[src/rtl/wb_slave_timeout_pkg.sv]
// rtl/wb_slave_timeout_pkg.sv - shared types and constants for the Wishbone slave watchdog
package wb_slave_timeout_pkg;

  typedef enum logic [1:0] {TO_IDLE, TO_ACTIVE, TO_ABORT} to_state_e;

  localparam int TO_STATUS_CNT_W = 16;

endpackage

[src/rtl/wb_if.sv]
// rtl/wb_if.sv - classic Wishbone bus bundle with master and slave views
interface wb_if #(
  parameter int AW = 32,
  parameter int DW = 32
);
  logic [AW-1:0]   ADR;
  logic [2:0]      CTI;
  logic [1:0]      BTE;
  logic [DW-1:0]   DAT_W;
  logic [DW-1:0]   DAT_R;
  logic [DW/8-1:0] SEL;
  logic            WE;
  logic            CYC;
  logic            STB;
  logic            ACK;
  logic            ERR;

  modport master (
    output ADR, CTI, BTE, DAT_W, SEL, WE, CYC, STB,
    input  DAT_R, ACK, ERR
  );

  modport slave (
    input  ADR, CTI, BTE, DAT_W, SEL, WE, CYC, STB,
    output DAT_R, ACK, ERR
  );
endinterface

[src/rtl/wb_sat_counter.sv]
// rtl/wb_sat_counter.sv - saturating up-counter with synchronous clear
module wb_sat_counter #(
  parameter int W = 16
) (
  input  logic         clk,
  input  logic         rstn,
  input  logic         clr_i,
  input  logic         inc_i,
  output logic [W-1:0] cnt_o
);
  logic [W-1:0] cnt_q, cnt_d;

  // Increment applies after the clear, so a coincident clear and event yields 1.
  always_comb begin
    cnt_d = clr_i ? '0 : cnt_q;
    if (inc_i && !(&cnt_d)) cnt_d = cnt_d + W'(1);
  end

  always_ff @(posedge clk or negedge rstn) begin
    if (!rstn) cnt_q <= '0;
    else       cnt_q <= cnt_d;
  end

  assign cnt_o = cnt_q;
endmodule

[src/rtl/wb_slave_timeout.sv]
// rtl/wb_slave_timeout.sv - zero-latency Wishbone pass-through that aborts unanswered cycles
// Optional abort status ports are built when WB_SLAVE_TIMEOUT_STATUS_EN is defined.
module wb_slave_timeout
  import wb_slave_timeout_pkg::*;
#(
  parameter int WB_ADDR_WIDTH = 32,
  parameter int WB_DATA_WIDTH = 32,
  parameter int TIMEOUT       = 256
) (
  input  logic clk,
  input  logic rstn,
  wb_if.slave  m,
  wb_if.master s,
  output logic timeout_o
`ifdef WB_SLAVE_TIMEOUT_STATUS_EN
  ,
  output logic [WB_ADDR_WIDTH-1:0]   to_addr_o,
  output logic                       to_we_o,
  output logic [TO_STATUS_CNT_W-1:0] to_count_o,
  input  logic                       to_clr_i
`endif
);
  localparam int CNT_W = $clog2(TIMEOUT + 1);
  localparam int SEL_W = WB_DATA_WIDTH / 8;

  to_state_e        state_q, state_d;
  logic [CNT_W-1:0] cnt_q, cnt_d;
  logic             req, rsp, abort, pass;

  assign req   = m.CYC & m.STB;
  assign rsp   = s.ACK | s.ERR;
  assign abort = (state_q == TO_ABORT);
  assign pass  = rstn & ~abort;

  // The cycle in which req is first seen only arms the counter; counting starts in ACTIVE.
  always_comb begin
    state_d = state_q;
    cnt_d   = '0;
    case (state_q)
      TO_IDLE: begin
        if (req) state_d = TO_ACTIVE;
      end
      TO_ACTIVE: begin
        if (!req) begin
          state_d = TO_IDLE;
        end else if (!rsp) begin
          cnt_d = cnt_q + CNT_W'(1);
          if (cnt_q == CNT_W'(TIMEOUT - 1)) state_d = TO_ABORT;
        end
      end
      TO_ABORT: state_d = TO_IDLE;
      default:  state_d = TO_IDLE;
    endcase
  end

  always_ff @(posedge clk or negedge rstn) begin
    if (!rstn) begin
      state_q <= TO_IDLE;
      cnt_q   <= '0;
    end else begin
      state_q <= state_d;
      cnt_q   <= cnt_d;
    end
  end

  assign s.ADR   = WB_ADDR_WIDTH'(m.ADR);
  assign s.CTI   = m.CTI;
  assign s.BTE   = m.BTE;
  assign s.DAT_W = WB_DATA_WIDTH'(m.DAT_W);
  assign s.SEL   = SEL_W'(m.SEL);
  assign s.WE    = m.WE;
  assign s.CYC   = pass & m.CYC;
  assign s.STB   = pass & m.STB;

  // A late peripheral answer during the abort cycle is dropped entirely.
  assign m.DAT_R = pass ? WB_DATA_WIDTH'(s.DAT_R) : '0;
  assign m.ACK   = pass & s.ACK;
  assign m.ERR   = rstn & (abort | s.ERR);
  assign timeout_o = abort;

`ifdef WB_SLAVE_TIMEOUT_STATUS_EN
  logic                     abort_enter;
  logic [WB_ADDR_WIDTH-1:0] to_addr_q, to_addr_d;
  logic                     to_we_q, to_we_d;

  assign abort_enter = (state_q == TO_ACTIVE) && (state_d == TO_ABORT);

  always_comb begin
    to_addr_d = to_clr_i ? '0 : to_addr_q;
    to_we_d   = to_clr_i ? 1'b0 : to_we_q;
    if (abort_enter) begin
      to_addr_d = WB_ADDR_WIDTH'(m.ADR);
      to_we_d   = m.WE;
    end
  end

  always_ff @(posedge clk or negedge rstn) begin
    if (!rstn) begin
      to_addr_q <= '0;
      to_we_q   <= 1'b0;
    end else begin
      to_addr_q <= to_addr_d;
      to_we_q   <= to_we_d;
    end
  end

  wb_sat_counter #(.W(TO_STATUS_CNT_W)) u_to_count (
    .clk   (clk),
    .rstn  (rstn),
    .clr_i (to_clr_i),
    .inc_i (abort_enter),
    .cnt_o (to_count_o)
  );

  assign to_addr_o = to_addr_q;
  assign to_we_o   = to_we_q;
`endif
endmodule
[src/flat_wrapper.sv]
// flat-port wrapper written by rule: the top's interface ports become plain ports
module wb_slave_timeout_flat import wb_slave_timeout_pkg::*;
#(
  parameter int WB_ADDR_WIDTH = 32,
  parameter int WB_DATA_WIDTH = 32,
  parameter int TIMEOUT       = 256
)
  (clk, rstn, timeout_o, m_ADR, m_CTI, m_BTE, m_DAT_W, m_SEL, m_WE, m_CYC, m_STB, m_DAT_R, m_ACK, m_ERR, s_ADR, s_CTI, s_BTE, s_DAT_W, s_SEL, s_WE, s_CYC, s_STB, s_DAT_R, s_ACK, s_ERR);
  wb_if m_i ();
  wb_if s_i ();
  input  logic clk;
  input  logic rstn;
  output logic timeout_o;
  input wire logic [$bits(m_i.ADR)-1:0] m_ADR;
  input wire logic [$bits(m_i.CTI)-1:0] m_CTI;
  input wire logic [$bits(m_i.BTE)-1:0] m_BTE;
  input wire logic [$bits(m_i.DAT_W)-1:0] m_DAT_W;
  input wire logic [$bits(m_i.SEL)-1:0] m_SEL;
  input wire logic [$bits(m_i.WE)-1:0] m_WE;
  input wire logic [$bits(m_i.CYC)-1:0] m_CYC;
  input wire logic [$bits(m_i.STB)-1:0] m_STB;
  output wire logic [$bits(m_i.DAT_R)-1:0] m_DAT_R;
  output wire logic [$bits(m_i.ACK)-1:0] m_ACK;
  output wire logic [$bits(m_i.ERR)-1:0] m_ERR;
  output wire logic [$bits(s_i.ADR)-1:0] s_ADR;
  output wire logic [$bits(s_i.CTI)-1:0] s_CTI;
  output wire logic [$bits(s_i.BTE)-1:0] s_BTE;
  output wire logic [$bits(s_i.DAT_W)-1:0] s_DAT_W;
  output wire logic [$bits(s_i.SEL)-1:0] s_SEL;
  output wire logic [$bits(s_i.WE)-1:0] s_WE;
  output wire logic [$bits(s_i.CYC)-1:0] s_CYC;
  output wire logic [$bits(s_i.STB)-1:0] s_STB;
  input wire logic [$bits(s_i.DAT_R)-1:0] s_DAT_R;
  input wire logic [$bits(s_i.ACK)-1:0] s_ACK;
  input wire logic [$bits(s_i.ERR)-1:0] s_ERR;
  assign m_i.ADR = m_ADR;
  assign m_i.CTI = m_CTI;
  assign m_i.BTE = m_BTE;
  assign m_i.DAT_W = m_DAT_W;
  assign m_i.SEL = m_SEL;
  assign m_i.WE = m_WE;
  assign m_i.CYC = m_CYC;
  assign m_i.STB = m_STB;
  assign m_DAT_R = m_i.DAT_R;
  assign m_ACK = m_i.ACK;
  assign m_ERR = m_i.ERR;
  assign s_ADR = s_i.ADR;
  assign s_CTI = s_i.CTI;
  assign s_BTE = s_i.BTE;
  assign s_DAT_W = s_i.DAT_W;
  assign s_SEL = s_i.SEL;
  assign s_WE = s_i.WE;
  assign s_CYC = s_i.CYC;
  assign s_STB = s_i.STB;
  assign s_i.DAT_R = s_DAT_R;
  assign s_i.ACK = s_ACK;
  assign s_i.ERR = s_ERR;
  wb_slave_timeout #(.WB_ADDR_WIDTH(WB_ADDR_WIDTH), .WB_DATA_WIDTH(WB_DATA_WIDTH), .TIMEOUT(TIMEOUT)) u_core (.clk(clk), .rstn(rstn), .m(m_i), .s(s_i), .timeout_o(timeout_o));
endmodule
[config.mk]
export PLATFORM = sky130hd
export DESIGN_NAME = wb_slave_timeout_flat
export DESIGN_NICKNAME = d
export VERILOG_FILES = /design/src/rtl/wb_slave_timeout_pkg.sv /design/src/rtl/wb_if.sv /design/src/rtl/wb_sat_counter.sv /design/src/rtl/wb_slave_timeout.sv /design/src/flat_wrapper.sv
export SDC_FILE = /design/constraint.sdc
export NUM_CORES = 1
export LEC_CHECK = 0
export BUFFER_PORTS_ARGS = -buffer_cell sky130_fd_sc_hd__buf_2
export CAP_MARGIN = 20
export CORE_AREA = 2 2 87 89
export CTS_CLUSTER_SIZE = 25
export DETAILED_ROUTE_END_ITERATION = 10
export DIE_AREA = 0 0 89 91
export HOLD_SLACK_MARGIN = 0.06
export PLACE_DENSITY_LB_ADDON = 0.25
export SETUP_SLACK_MARGIN = 0.3
export SLEW_MARGIN = 20
export SYNTH_ARGS = -nofsm -noshare
export SYNTH_HDL_FRONTEND = slang
export SYNTH_HIERARCHICAL = 1
export SYNTH_SLANG_ARGS = --single-unit
[constraint.sdc]
create_clock -name clk -period 2.2 [get_ports clk]
set_input_delay 0.11 -clock clk [delete_from_list [all_inputs] [get_ports clk]]
set_output_delay 0.11 -clock clk [all_outputs]
set_load 0.05 [all_outputs]
==> impl_metrics.csv, run 1 <==
group,metric,value,unit
drt,wl,3.38,mm
yosys,ys_seq_area_share,21.0,%
yosys,synth_top_area_share,42.4,%
yosys,syn_inst,163,
sta,tns,0,ns
drt,drtIter0Drc,45,
cells_and_area,syn_to_final_growth,0.573,%
placed_design,dpl_cell_area,0.00123,mm²
setup_path,rr_endpoint,"u_core/cnt_q[7]",
status,outcome,"finished clean",
sta,worst_pin_slew,0.368,ns
sta,rsz0062_at_grt,"false",
floorplan,start_util,18.3,%
cts,cts_root_buf,"clkbuf_8",
yosys,avgSynthCellArea,8.03,µm²
yosys,synthAdderAreaFrac,1.91,%
yosys,synth_area_leaders,"buf_4 42%, dfrtp_1 21%, and2_1 17%",
cells_and_area,multi_input_area,458,µm²
placed_design,place.gp.congestion,0.689,
cts,cts_buffers,3,
floorplan,core,0.00714,mm²
global_routing,globalRouteTotalUtil,7.77,%
yosys,synth_compound_area_share,3.44,%
sta,finalSetupViolCount,0,
setup_path,crit_start,"u_core/state_q[1]",
floorplan,die_area,0.00810,mm²
sta,fin_skew,0.00384,ns
setup_path,timing.rr.start,"u_core/state_q[0]",
cells_and_area,drive_above_1_share,49.4,%
setup_path,crit_path_end_kind,"output pin",
cts,cts_max_path_buffers,2,
setup_path,worst-setup-path-type,"reg2out",
run,max_cap_violations,0,
drt,post-route-drc-count,0,
drt,wl_per_cell,12.6,µm
yosys,synth_top_family_by_area,"buffers and inverters",
pwr,ir_drop,0.151,mV
min_path,hold_depth,3,
min_path,hp-start,"m_STB",
cts,clock_sinks,11,
yosys,synth_xor_area_share,2.01,%
yosys,ys_types,22,
setup_path,rrSetupSlack,0.88,ns
placed_design,dp_hpwl,2.70,mm
sta,hold_viol_final,0,
sta,finalCritPeriodShare,78.0,%
setup_path,cp_max_fo,17,
setup_path,crit_chain,"and2b_1 > nor2b_4 > and2_1 > buf_2",
sta,max_freq,583,MHz
global_routing,grt_pass1_wl,4.84,mm
pwr,p_leak,0.678,nW
yosys,yosysWarnings,6,
drt,final_antenna_net_count,0,
yosys,yosys_register_bits,11,
floorplan,row_count,31,
setup_path,critPathArrivalTime,1.61,ns
cts,clk_latency,0.24,ns
setup_path,cp_data_required_time,2.09,ns
floorplan,die_width,89,µm
floorplan,pin_count,223,
setup_path,crit_path_start_kind,"register",
sta,period_needed,1.72,ns
global_routing,grt_max_degree,19,
yosys,synth_area_leader_cell,"buf_4",
setup_path,worst-r2r-cell-count,3,
cells_and_area,fillers,844,
drt,vias_per_cell,3.58,
cells_and_area,regArea,275,µm²
drt,num_vias,956,
cts,tritoncts,"done",
min_path,hp-class,"in2reg",
cts,htree_levels,1,
min_path,min_to,"u_core/state_q[0]",
cells_and_area,diodes,0,
cts,path_clk_slew,0.05,ns
setup_path,cp_slowest_cell,"dfrtp_1",
yosys,syn_nets,277,
sta,slew_violations,0,
placed_design,buffer_ports.inserted,74,
floorplan,die_height,91,µm
global_routing,grt_overflow,0,
setup_path,slowest_delay,0.38,ns
yosys,syn_area,0.00131,mm²
yosys,synth-simple-area-share,26.6,%
sta,maxSlewHeadroom,75.5,%
yosys,synth.mux.area_fraction,0,%
cells_and_area,fin_nets,283,
cells_and_area,finalInstanceArea,0.00132,mm²
drt,first_pass_iters,4,
global_routing,grt_pass1_vias,938,
global_routing,antenna_found_initial,0,
pwr,p_per_area,487,mW/mm²
-- Yosys cell counts --
cell	n
clkbuf_1	3
buf_4	74
and2b_1	1
or3b_1	1
buf_6	1
nor3b_2	1
xnor2_1	1
ha_1	2
o21a_1	1
nand3_1	4
a21oi_1	3
and2_1	35
nor2_1	8
nor2b_4	1
o21ai_0	3
a211oi_1	1
inv_1	3
or3_1	3
xor2_1	2
nand2_1	3
nand4_1	1
dfrtp_1	11
-- registers in the layout, indices dropped and copies added, names as in the netlist --
name            flops
u_core/cnt_q        9
u_core/state_q      2
-- cell usage in the layout, fill, tap and decap left out, types with 3 or more instances in the layout --
cell type  Yosys  routed
buf_2          0      74
clkbuf_8       0       3
a21oi_1        3       3
dfrtp_1       11      11
or3_1          3       3
and2_1        35      35
nor2_1         8       8
nand3_1        4       4
inv_1          3       3
nand2_1        3       3
o21ai_0        3       3
buf_4         74       3
-- timing repair --
action | CTS | global route
hold buffers | 1 | 0
endpoints found under the setup margin | 6 | 18
cloned | 1 | 0
buffers inserted | 0 | 2
gates resized for setup | 0 | 1
endpoints found under the hold margin | 11 | 0
-- cells by family (layout without fill, tap and decap cells) --
logic type,after synthesis,after routing
and+or+nand+nor,58,59
AOI/OAI and AO/OA,8,8
buffers and inverters,81,85
DFF,11,11
adders and majority gates,2,2
xor gates and xnor gates,3,3
-- worst max-delay path by stage --
stage | endpoint | slack, ns | cells past startpoint
final | m_DAT_R[9] | 0.48 | 4
after global routing | m_DAT_R[0] | 0.32 | 4
after CTS | m_DAT_R[9] | 0.27 | 4
after detailed placement | m_DAT_R[25] | 0.47 | 4
after global placement | m_DAT_R[25] | 0.55 | 4
after floorplan | m_DAT_R[10] | 0.48 | 4
-- worst max-delay path, delay by kind of cell, from the launching register on --
family	cells	cell delay, ns
DFF	1	0.38
and+or+nand+nor	3	0.73
buffers and inverters	1	0.26
-- stage by stage --
stage	setup WS (ns)	hold slack (ns)	total power [mW]	utilization, %	instances
after global routing	0.316	0.196	0.691	18.4	267
after global placement	0.549	0.113	0.441	17.3	259
final	0.485	0.178	0.641	18.4	267
after floorplan	0.481	-0.186	0.730	-	163
after CTS	0.272	0.188	0.655	18.2	265
after detailed placement	0.475	0.104	0.442	17.3	259
-- metal layers --
metal,GRT usage [%],routed length (µm)
met5,0,0
met2,14.3,1810
met3,3.27,405
met1,7.21,1040
met4,3.48,119
-- layout make-up --
class	instances	share of cell area (%)
Timing Repair Buffer	78	30.6
Tap cell	99	9.41
Sequential cell	11	20.9
Clock buffer	4	3.42
Multi-Input combinational cell	72	34.8
Inverter	3	0.856
-- where the power goes --
part           internal, mW  switching, mW
registers             0.204       0.000466
clock network         0.127         0.0723
logic                0.0709          0.167
(Power assumes the default switching activity.)
==> run 2, diff against run 1 <==
--- a/config.mk
+++ b/config.mk
@@ -7,10 +7,10 @@
 export LEC_CHECK = 0
 export BUFFER_PORTS_ARGS = -buffer_cell sky130_fd_sc_hd__buf_2
 export CAP_MARGIN = 20
-export CORE_AREA = 2 2 87 89
+export CORE_AREA = 2 2 88 90
 export CTS_CLUSTER_SIZE = 25
 export DETAILED_ROUTE_END_ITERATION = 10
-export DIE_AREA = 0 0 89 91
+export DIE_AREA = 0 0 90 92
 export HOLD_SLACK_MARGIN = 0.06
 export PLACE_DENSITY_LB_ADDON = 0.25
 export SETUP_SLACK_MARGIN = 0.3
==> constraint.sdc (replaced) <==
create_clock -name clk -period 1.61 [get_ports clk]
set_input_delay 0.0805 -clock clk [delete_from_list [all_inputs] [get_ports clk]]
set_output_delay 0.0805 -clock clk [all_outputs]
set_load 0.05 [all_outputs]
==> impl_metrics.csv, run 2 (synthesis gave the netlist of run 1 again) <==
group,metric,value,unit
status,outcome,"finished clean",
sta,setup_ws,0.0330,ns
cells_and_area,fin_nets,286,
setup_path,worst-setup-path-type,"reg2out",
drt,wl,3.72,mm
cells_and_area,postLayoutCoreUtil,24.9,%
floorplan,die_area,0.00828,mm²
cells_and_area,stdcell_count,273,
cts,path_clk_slew,0.05,ns
setup_path,worst-r2r-cell-count,3,
global_routing,grt_overflow,0,
placed_design,pre_cts_slack,0.236,ns
sta,finalSetupViolCount,0,
sta,hold_viol_final,0,
pwr,ir_drop,0.217,mV
cts,clk_latency,0.23,ns
drt,first_pass_iters,2,
cts,clock_sinks,11,
pwr,p_per_area,572,mW/mm²
sta,rsz0062_at_grt,"true",
global_routing,antenna_found_initial,0,
setup_path,cp_max_fo,9,
cts,tritoncts,"done",
cts,cts_buffers,3,
global_routing,grt_max_degree,36,
drt,num_vias,996,
min_path,hold_depth,0,
drt,vias_per_cell,3.65,
pwr,p_leak,0.868,nW
setup_path,crit_path_end_kind,"output pin",
setup_path,critPathArrivalTime,1.50,ns
min_path,hp-class,"in2out",
cts,cts_root_buf,"clkbuf_8",
run,max_cap_violations,0,
drt,post-route-drc-count,0,
floorplan,die_height,92,µm
placed_design,dp_hpwl,2.45,mm
sta,worst_pin_slew,0.509,ns
cells_and_area,drive_above_1_share,71.9,%
sta,period_needed,1.58,ns
global_routing,grt_pass1_wl,4.65,mm
placed_design,dp_cells,263,
drt,wl_per_cell,13.6,µm
cells_and_area,syn_to_final_growth,41.9,%
setup_path,crit_path_start_kind,"register",
sta,fin_skew,0.00267,ns
drt,drtIter0Drc,16,
sta,slew_violations,0,
sta,finalCritPeriodShare,98.0,%
cells_and_area,top_register,"u_core/cnt_q",
cells_and_area,largest_register_ff_count,9,
floorplan,start_util,17.6,%
placed_design,place.gp.congestion,0.667,
global_routing,globalRouteTotalUtil,7.05,%
placed_design,buffer_ports.inserted,74,
cells_and_area,diodes,0,
cells_and_area,final_common_cell,"buf_2",
pwr,total_power,1.06,mW
cells_and_area,final_cell_mix,"38 x buf_2, 36 x buf_8, 35 x and2_4",
setup_path,cp_data_required_time,1.53,ns
floorplan,die_width,90,µm
cells_and_area,reg_top3,"u_core/cnt_q: 9 flops, u_core/state_q: 2 flops",
sta,maxSlewHeadroom,66.0,%
drt,final_antenna_net_count,0,
floorplan,row_count,32,
cells_and_area,fillers,814,
floorplan,core,0.00745,mm²
floorplan,pin_count,223,
cts,cts_max_path_buffers,2,
sta,max_freq,634,MHz
global_routing,grt_pass1_vias,933,
cts,htree_levels,1,
-- run 2: area by class of cell --
type	instances	area (µm²)	area share, %
timing repair buffer	82	861	46.4
clock buffer	4	45.0	2.43
tap	102	128	6.87
multi-input combinational	71	537	28.9
inverter	3	11.3	0.606
sequential	11	275	14.8
-- run 2: worst paths after layout --
| kind | start | slack (ns) | endpoint |
|---|---|---|---|
| worst max-delay path | u_core/state_q[0] | 0.03 | m_DAT_R[27] |
| worst min-delay path | m_ADR[28] | 0.16 | s_ADR[28] |
| worst max register to register | u_core/state_q[0] | 0.30 | u_core/cnt_q[7] |
| worst min register to register | u_core/state_q[1] | 0.44 | u_core/state_q[0] |
| max in group asynchronous | rstn | 0.79 | u_core/cnt_q[0] |
| min in group asynchronous | rstn | 0.48 | u_core/cnt_q[6] |
-- run 2: critical path: stages, from the launching register on --
cell and delay [ns]:
dfrtp_1 0.36, and2b_4 0.27, nor2b_4 0.04, buf_12 0.13, clkbuf_16 0.15, and2_4 0.16
buf_8 0.14
-- run 2: repair_timing --
action	4_1_cts	5_1_grt
endpoints found under the setup margin	38	47
gates cloned	0	4
endpoints found under the hold margin	11	0
pin swaps	0	11
setup buffers	0	1
gates resized for setup	35	80
hold buffers	1	0
-- run 2: metrics by stage --
step	hold WS (ns)	setup TNS, ns	cell area, µm²
floorplan	-0.215	0	1390
global placement	0.0551	0	1330
detailed placement	0.0496	0	1330
CTS	0.161	0	1480
global route	0.161	-0.776	1860
finish	0.161	0	1860
-- run 2: per-layer routing --
| layer | global-route usage, % | up-vias | routed length (µm) |
|---|---|---|---|
| met5 | 0 | - | 0 |
| met4 | 4.10 | 0 | 94 |
| met3 | 4.52 | 16 | 453 |
| met2 | 10.7 | 89 | 1900 |
| met1 | 7.38 | 443 | 1270 |
| li1 | - | 448 | - |
-- run 2: report_power, final --
group	internal (mW)	switching [mW]	total, mW
logic	0.247	0.265	0.512
clock network	0.173	0.0974	0.271
registers	0.279	0.000676	0.279
total	0.699	0.363	1.06
